===== src/rtl/add_seq_pkg.sv =====
// Shared types and sizing helpers for the add_slice_sequencer block.
package add_seq_pkg;

    localparam int unsigned SLICE_W = 4;

    typedef enum logic [1:0] {
        IDLE = 2'd0,
        ADD  = 2'd1,
        DONE = 2'd2
    } seq_state_e;

    // Beat counter width for a given beat count (at least one bit).
    function automatic int unsigned beat_width(input int unsigned nbeats);
        return (nbeats > 1) ? $clog2(nbeats) : 1;
    endfunction

endpackage


===== src/rtl/add4_slice.sv =====
// Combinational 4-bit ripple-carry adder slice built from 1-bit full adders.
module add4_slice
    import add_seq_pkg::*;
(
    input  logic [SLICE_W-1:0] a,
    input  logic [SLICE_W-1:0] b,
    input  logic               ci,
    output logic [SLICE_W-1:0] s,
    output logic               co
);

    logic [SLICE_W:0] c;

    assign c[0] = ci;

    for (genvar i = 0; i < SLICE_W; i++) begin : g_fa
        assign s[i]   = a[i] ^ b[i] ^ c[i];
        assign c[i+1] = (a[i] & b[i]) | (c[i] & (a[i] ^ b[i]));
    end

    assign co = c[SLICE_W];

endmodule


===== src/rtl/add_slice_sequencer.sv =====
// Two-requester round-robin sequencer driving one shared 4-bit adder slice.
// Optional macro SUBTRACT_EN adds sub0/sub1 inputs for a-b operation.
module add_slice_sequencer
    import add_seq_pkg::*;
#(
    parameter int unsigned WIDTH = 16
) (
    input  logic             clk,
    input  logic             rst,
    input  logic             req0,
    input  logic [WIDTH-1:0] a0,
    input  logic [WIDTH-1:0] b0,
    input  logic             cin0,
`ifdef SUBTRACT_EN
    input  logic             sub0,
    input  logic             sub1,
`endif
    input  logic             req1,
    input  logic [WIDTH-1:0] a1,
    input  logic [WIDTH-1:0] b1,
    input  logic             cin1,
    output logic             gnt0,
    output logic             gnt1,
    output logic             busy,
    output logic             done,
    output logic             done_id,
    output logic [WIDTH-1:0] sum,
    output logic             cout
);

    localparam int unsigned NBEATS = WIDTH / SLICE_W;
    localparam int unsigned BEAT_W = beat_width(NBEATS);

    seq_state_e         state_q, state_d;
    logic [BEAT_W-1:0]  beat_q, beat_d;
    logic               carry_q, carry_d;
    logic [WIDTH-1:0]   a_q, a_d, b_q, b_d;
    logic               sub_q, sub_d;
    logic               owner_q, owner_d;
    logic               last_q, last_d;
    logic [WIDTH-1:0]   shadow_q, shadow_d;
    logic [WIDTH-1:0]   sum_q, sum_d;
    logic               cout_q, cout_d;
    logic               done_id_q, done_id_d;

    logic               win1_c;
    logic               sub_sel_c;
    logic [SLICE_W-1:0] slice_a_c, slice_b_c, slice_s_c;
    logic               slice_co_c;
    logic [WIDTH-1:0]   res_c;

    // On a tie the requester that did not win last time gets the slot.
    assign win1_c = req1 & (~req0 | ~last_q);

`ifdef SUBTRACT_EN
    assign sub_sel_c = win1_c ? sub1 : sub0;
`else
    assign sub_sel_c = 1'b0;
`endif

    assign slice_a_c = a_q[SLICE_W*beat_q +: SLICE_W];
    assign slice_b_c = b_q[SLICE_W*beat_q +: SLICE_W] ^ {SLICE_W{sub_q}};

    add4_slice u_slice (
        .a  (slice_a_c),
        .b  (slice_b_c),
        .ci (carry_q),
        .s  (slice_s_c),
        .co (slice_co_c)
    );

    always_comb begin
        res_c = shadow_q;
        res_c[SLICE_W*beat_q +: SLICE_W] = slice_s_c;
    end

    always_comb begin
        state_d   = state_q;
        beat_d    = beat_q;
        carry_d   = carry_q;
        a_d       = a_q;
        b_d       = b_q;
        sub_d     = sub_q;
        owner_d   = owner_q;
        last_d    = last_q;
        shadow_d  = shadow_q;
        sum_d     = sum_q;
        cout_d    = cout_q;
        done_id_d = done_id_q;
        gnt0      = 1'b0;
        gnt1      = 1'b0;

        case (state_q)
            IDLE: begin
                if (req0 | req1) begin
                    gnt0    = ~win1_c;
                    gnt1    = win1_c;
                    a_d     = win1_c ? a1 : a0;
                    b_d     = win1_c ? b1 : b0;
                    sub_d   = sub_sel_c;
                    carry_d = sub_sel_c ? 1'b1 : (win1_c ? cin1 : cin0);
                    owner_d = win1_c;
                    last_d  = win1_c;
                    beat_d  = '0;
                    state_d = ADD;
                end
            end
            ADD: begin
                shadow_d = res_c;
                carry_d  = slice_co_c;
                beat_d   = beat_q + BEAT_W'(1);
                if (beat_q == BEAT_W'(NBEATS - 1)) begin
                    sum_d     = res_c;
                    cout_d    = slice_co_c;
                    done_id_d = owner_q;
                    beat_d    = '0;
                    state_d   = DONE;
                end
            end
            DONE: begin
                state_d = IDLE;
            end
            default: begin
                state_d = IDLE;
            end
        endcase
    end

    always_ff @(posedge clk) begin
        if (rst) begin
            state_q   <= IDLE;
            beat_q    <= '0;
            carry_q   <= 1'b0;
            a_q       <= '0;
            b_q       <= '0;
            sub_q     <= 1'b0;
            owner_q   <= 1'b0;
            last_q    <= 1'b1;
            shadow_q  <= '0;
            sum_q     <= '0;
            cout_q    <= 1'b0;
            done_id_q <= 1'b0;
        end else begin
            state_q   <= state_d;
            beat_q    <= beat_d;
            carry_q   <= carry_d;
            a_q       <= a_d;
            b_q       <= b_d;
            sub_q     <= sub_d;
            owner_q   <= owner_d;
            last_q    <= last_d;
            shadow_q  <= shadow_d;
            sum_q     <= sum_d;
            cout_q    <= cout_d;
            done_id_q <= done_id_d;
        end
    end

    assign busy    = (state_q != IDLE);
    assign done    = (state_q == DONE);
    assign done_id = done_id_q;
    assign sum     = sum_q;
    assign cout    = cout_q;

endmodule


===== config.mk =====
export PLATFORM = sky130hd
export DESIGN_NAME = add_slice_sequencer
export DESIGN_NICKNAME = d
export VERILOG_FILES = /design/src/rtl/add_seq_pkg.sv /design/src/rtl/add4_slice.sv /design/src/rtl/add_slice_sequencer.sv
export SDC_FILE = /design/constraint.sdc
export NUM_CORES = 1
export LEC_CHECK = 0
export ABC_AREA = 1
export ABC_CLOCK_PERIOD_IN_PS = 3510
export CAP_MARGIN = 20
export CORE_MARGIN = 2
export CORE_UTILIZATION = 35
export CTS_CLUSTER_DIAMETER = 120
export DETAILED_ROUTE_END_ITERATION = 16
export HOLD_SLACK_MARGIN = 0.02
export PLACE_DENSITY_LB_ADDON = 0.2
export RECOVER_POWER = 100
export SLEW_MARGIN = 20
export SYNTH_ARGS = -nofsm -noshare
export SYNTH_HDL_FRONTEND = slang
export SYNTH_SLANG_ARGS = --single-unit

===== constraint.sdc =====
create_clock -name clk -period 3.51 [get_ports clk]
set_clock_uncertainty 0.2 [all_clocks]
set_input_delay 0.351 -clock clk [delete_from_list [all_inputs] [get_ports clk]]
set_output_delay 0.351 -clock clk [all_outputs]
set_load 0.02 [all_outputs]

==> impl_metrics.py <==
metrics = {
    "status": {
        "result_of_the_run": "finished, violations left",
        "violations": "capacitance limit, slew limit",
    },
    "global_routing": {
        "fraction_of_met2_tracks_used_by_global_routing_pct": 28.9,
        "grt_overflow": 0,
        "pin_count_of_the_biggest_net_entering_global_routing": 53,
        "wire_length_of_the_first_global_routing_pass_um": 16700,
        "grt_pass1_vias": 3804,
        "grt_antenna_before_repair": 0,
        "global_route.usage.met3_pct": 3.38,
        "globalRouteMet1Util_pct": 19.1,
        "global_route_usage_over_all_layers_pct": 16.1,
        "grt_most_used_layer": "met2",
    },
    "drt": {
        "initialDrtViolationCount": 211,
        "vias_after_detailed_routing": 3948,
        "drt_drc_violations_left": 0,
        "viasPerCell": 4.81,
        "first_pass_detailed_route_iteration_total": 4,
        "wl_um": 9860,
        "post_drt_wl_per_cell_um": 12.0,
        "drtAntennaViolNets": 0,
    },
    "final_layout": {
        "drive_gt1_share_pct": 5.31,
        "final_util_pct": 46.3,
        "insertedDiodeCount": 0,
        "finalNetCount": 754,
        "area_growth_syn_to_layout_pct": 30.0,
        "layout.cells.non_filler": 821,
    },
    "timing": {
        "setup_viol_count_final": 0,
        "finalWorstPathRequiredPeriod_ns": 3.20,
        "clock.fmax_mhz": 312,
        "report.final.slew_viol_count": 38,
        "final.hold.worst_slack_ns": 0.266,
        "worst_slew_pin_slew_ns": 1.51,
        "layout_worst_path_cycle_share_pct": 91.3,
        "rsz0062_at_grt": "false",
        "timing.max_slew.rel_slack_pct": -0.965,
        "report.final.hold_viol_count": 0,
        "fin_setup_tns_ns": 0,
    },
    "critical_path": {
        "cp-start-kind": "flip-flop",
        "path_cells": "buf_8, o21ai_0, o22a_1, fa_1, inv_1, fa_1, inv_1, fa_1, inv_1, fa_1, nand2_1, nor2_1, nand2_1, o211ai_1, nand2_1, inv_1",
        "critical_path_arrival_ns": 3.23,
        "worst-endpoint-required_ns": 3.54,
        "crit_path_max_incr_delay_ns": 0.43,
        "crit_path_max_fo": 22,
        "worst_path_max_delay_cell": "sky130_fd_sc_hd__fa_1",
        "worstSetupEndpointType": "flip-flop",
        "path_class": "flip-flop to flip-flop",
    },
    "power": {
        "vdd.ir_drop.worst_v": 0.000289,
        "total_power_mw": 2.25,
        "power.static_leakage_nw": 2.47,
        "cellPowerDensity_mw_per_mm2": 428,
    },
    "clock_network": {
        "numCtsBuffers": 9,
        "clk_transition_reported_paths_ns": 0.06,
        "post_cts_hold_buffer_count": 0,
        "htreeDepth": 3,
        "clock_sinks": 73,
        "clockBufferDepth": 2,
        "cts_root_buf": "sky130_fd_sc_hd__clkbuf_16",
        "insertion_delay_ns": 0.33,
        "tritoncts": "done",
    },
    "die": {
        "die-area_mm2": 0.0125,
        "core_area_mm2": 0.0114,
        "row_count": 39,
        "initial_utilization_pct": 35.6,
        "dieHeight_um": 112,
        "die_w_um": 112,
        "pin_count": 92,
    },
    "synthesis": {
        "yosysUniqueCellTypes": 24,
        "asyncSetResetFlopFracSynth_pct": 0,
        "yosysWarningCount": 0,
        "synth-seq-area-share_pct": 36.1,
        "synthesis.nets": 678,
        "postSynth.topFlopCell": "sky130_fd_sc_hd__dfxtp_1",
        "synth_top_cell_by_area": "sky130_fd_sc_hd__dfxtp_1",
        "synth_commonest_cells": "170 x sky130_fd_sc_hd__nand2_1, 78 x sky130_fd_sc_hd__inv_1, 73 x sky130_fd_sc_hd__dfxtp_1",
        "postSynthCellCount": 598,
        "synth-edff-count": 0,
        "yosysTopAreaCellShare_pct": 36.1,
        "ys_ff_latch": 73,
        "synth_top_cells_by_area": "sky130_fd_sc_hd__dfxtp_1 36%, sky130_fd_sc_hd__nand2_1 16%, sky130_fd_sc_hd__inv_1 7.2%",
        "mappedNetlistArea_mm2": 0.00405,
        "synth_area_per_cell_um2": 6.77,
        "post-synth-top-count-cell": "sky130_fd_sc_hd__nand2_1",
    },
    "flow_run": {
        "cap_viol_max_count": 1,
    },
    "worst_hold_path": {
        "timing.hold.worst.class": "flip-flop to flip-flop",
    },
    "place": {
        "hpwlAfterDp_um": 7190,
        "placement.io_buffers": 91,
        "dpl.cell_count": 802,
        "place.gp.congestion": 0.887,
    },
}
-- flip-flops by register name (all words and copies together), names as in the netlist --
name	flops
a_q	16
b_q	16
shadow_q	16
sum	16
beat_q	2
state_q	2
carry_q	1
cout	1
done_id	1
last_q	1
owner_q	1
-- metrics by stage --
step | setup slack (ns) | instance area (µm²)
3_3_place_gp | 0.328 | 4970
5_1_grt | 0.00739 | 5270
6_report | 0.305 | 5270
3_5_place_dp | 0.241 | 4970
2_1_floorplan | 0.407 | 4050
4_1_cts | 0.230 | 5240
-- per-layer routing --
layer / vias up / wire length, µm
li1: 2064 / -
met1: 1796 / 4430
met2: 81 / 4950
met3: 7 / 398
met4: 0 / 76
met5: - / 0
-- timing repair --
item                                    in CTS  in global routing
endpoints found under the setup margin       0                  6
resized for setup                            0                  5
buffers inserted                             0                  4
-- worst paths after layout --
check | cells after the start | slack, ns | from | to
setup / recovery | 16 | 0.31 | beat_q[0] | shadow_q[7]
hold / removal | 2 | 0.27 | b_q[6] | b_q[6]
setup reg to reg | 16 | 0.31 | beat_q[0] | shadow_q[7]
hold reg to reg | 2 | 0.27 | b_q[6] | b_q[6]
-- cell families (layout without fill, tap and decap cells) --
kind of cell / Yosys count / after routing / synth area share, %
AND/OR/NAND/NOR: 283 / 283 / 29.8
adder cells (fa/ha/maj): 10 / 10 / 3.83
AO/OA/AOI/OAI: 115 / 115 / 17.2
flip-flops: 73 / 73 / 36.1
buffers and inverters: 117 / 197 / 13.1
-- placed cells by master (no fill, tap or decap), drive strengths merged --
cell | synthesis | final
clkinvlp | 0 | 4
nor3 | 2 | 2
o211ai | 24 | 24
clkdlybuf4s50 | 0 | 67
inv | 78 | 77
o22ai | 4 | 4
nor2 | 47 | 47
dfxtp | 73 | 73
o22a | 4 | 4
o21ai | 18 | 18
clkbuf | 9 | 12
buf | 30 | 12
ha | 6 | 6
nand3b | 9 | 9
nand4 | 4 | 4
o21a | 17 | 17
clkinv | 0 | 2
a21oi | 48 | 48
nand3 | 47 | 47
fa | 4 | 4
nand2 | 174 | 174
dlygate4sd3 | 0 | 23
-- critical path, delay by kind of cell, from the launching register on --
kind / cells / cell delay (ns)
buffers and inverters: 5 / 0.42
flip-flops: 1 / 0.40
AO/OA/AOI/OAI: 3 / 0.41
adder cells (fa/ha/maj): 4 / 1.33
AND/OR/NAND/NOR: 4 / 0.34
-- cell type report --
| type | count | area (µm²) |
|---|---|---|
| fill | 1190 | 6100 |
| inverter | 78 | 297 |
| multi-input combinational | 408 | 2050 |
| timing repair buffer | 104 | 1000 |
| tap | 143 | 179 |
| clock buffer | 10 | 239 |
| clock inverter | 5 | 32.5 |
| sequential | 73 | 1460 |
-- power breakdown --
| group | total, mW | leakage (nW) | internal [mW] | switching [mW] |
|---|---|---|---|---|
| combinational | 0.508 | 1.75 | 0.221 | 0.287 |
| clock | 0.825 | 0.126 | 0.490 | 0.335 |
| sequential | 0.919 | 0.599 | 0.887 | 0.0320 |
(Power assumes the default switching activity.)
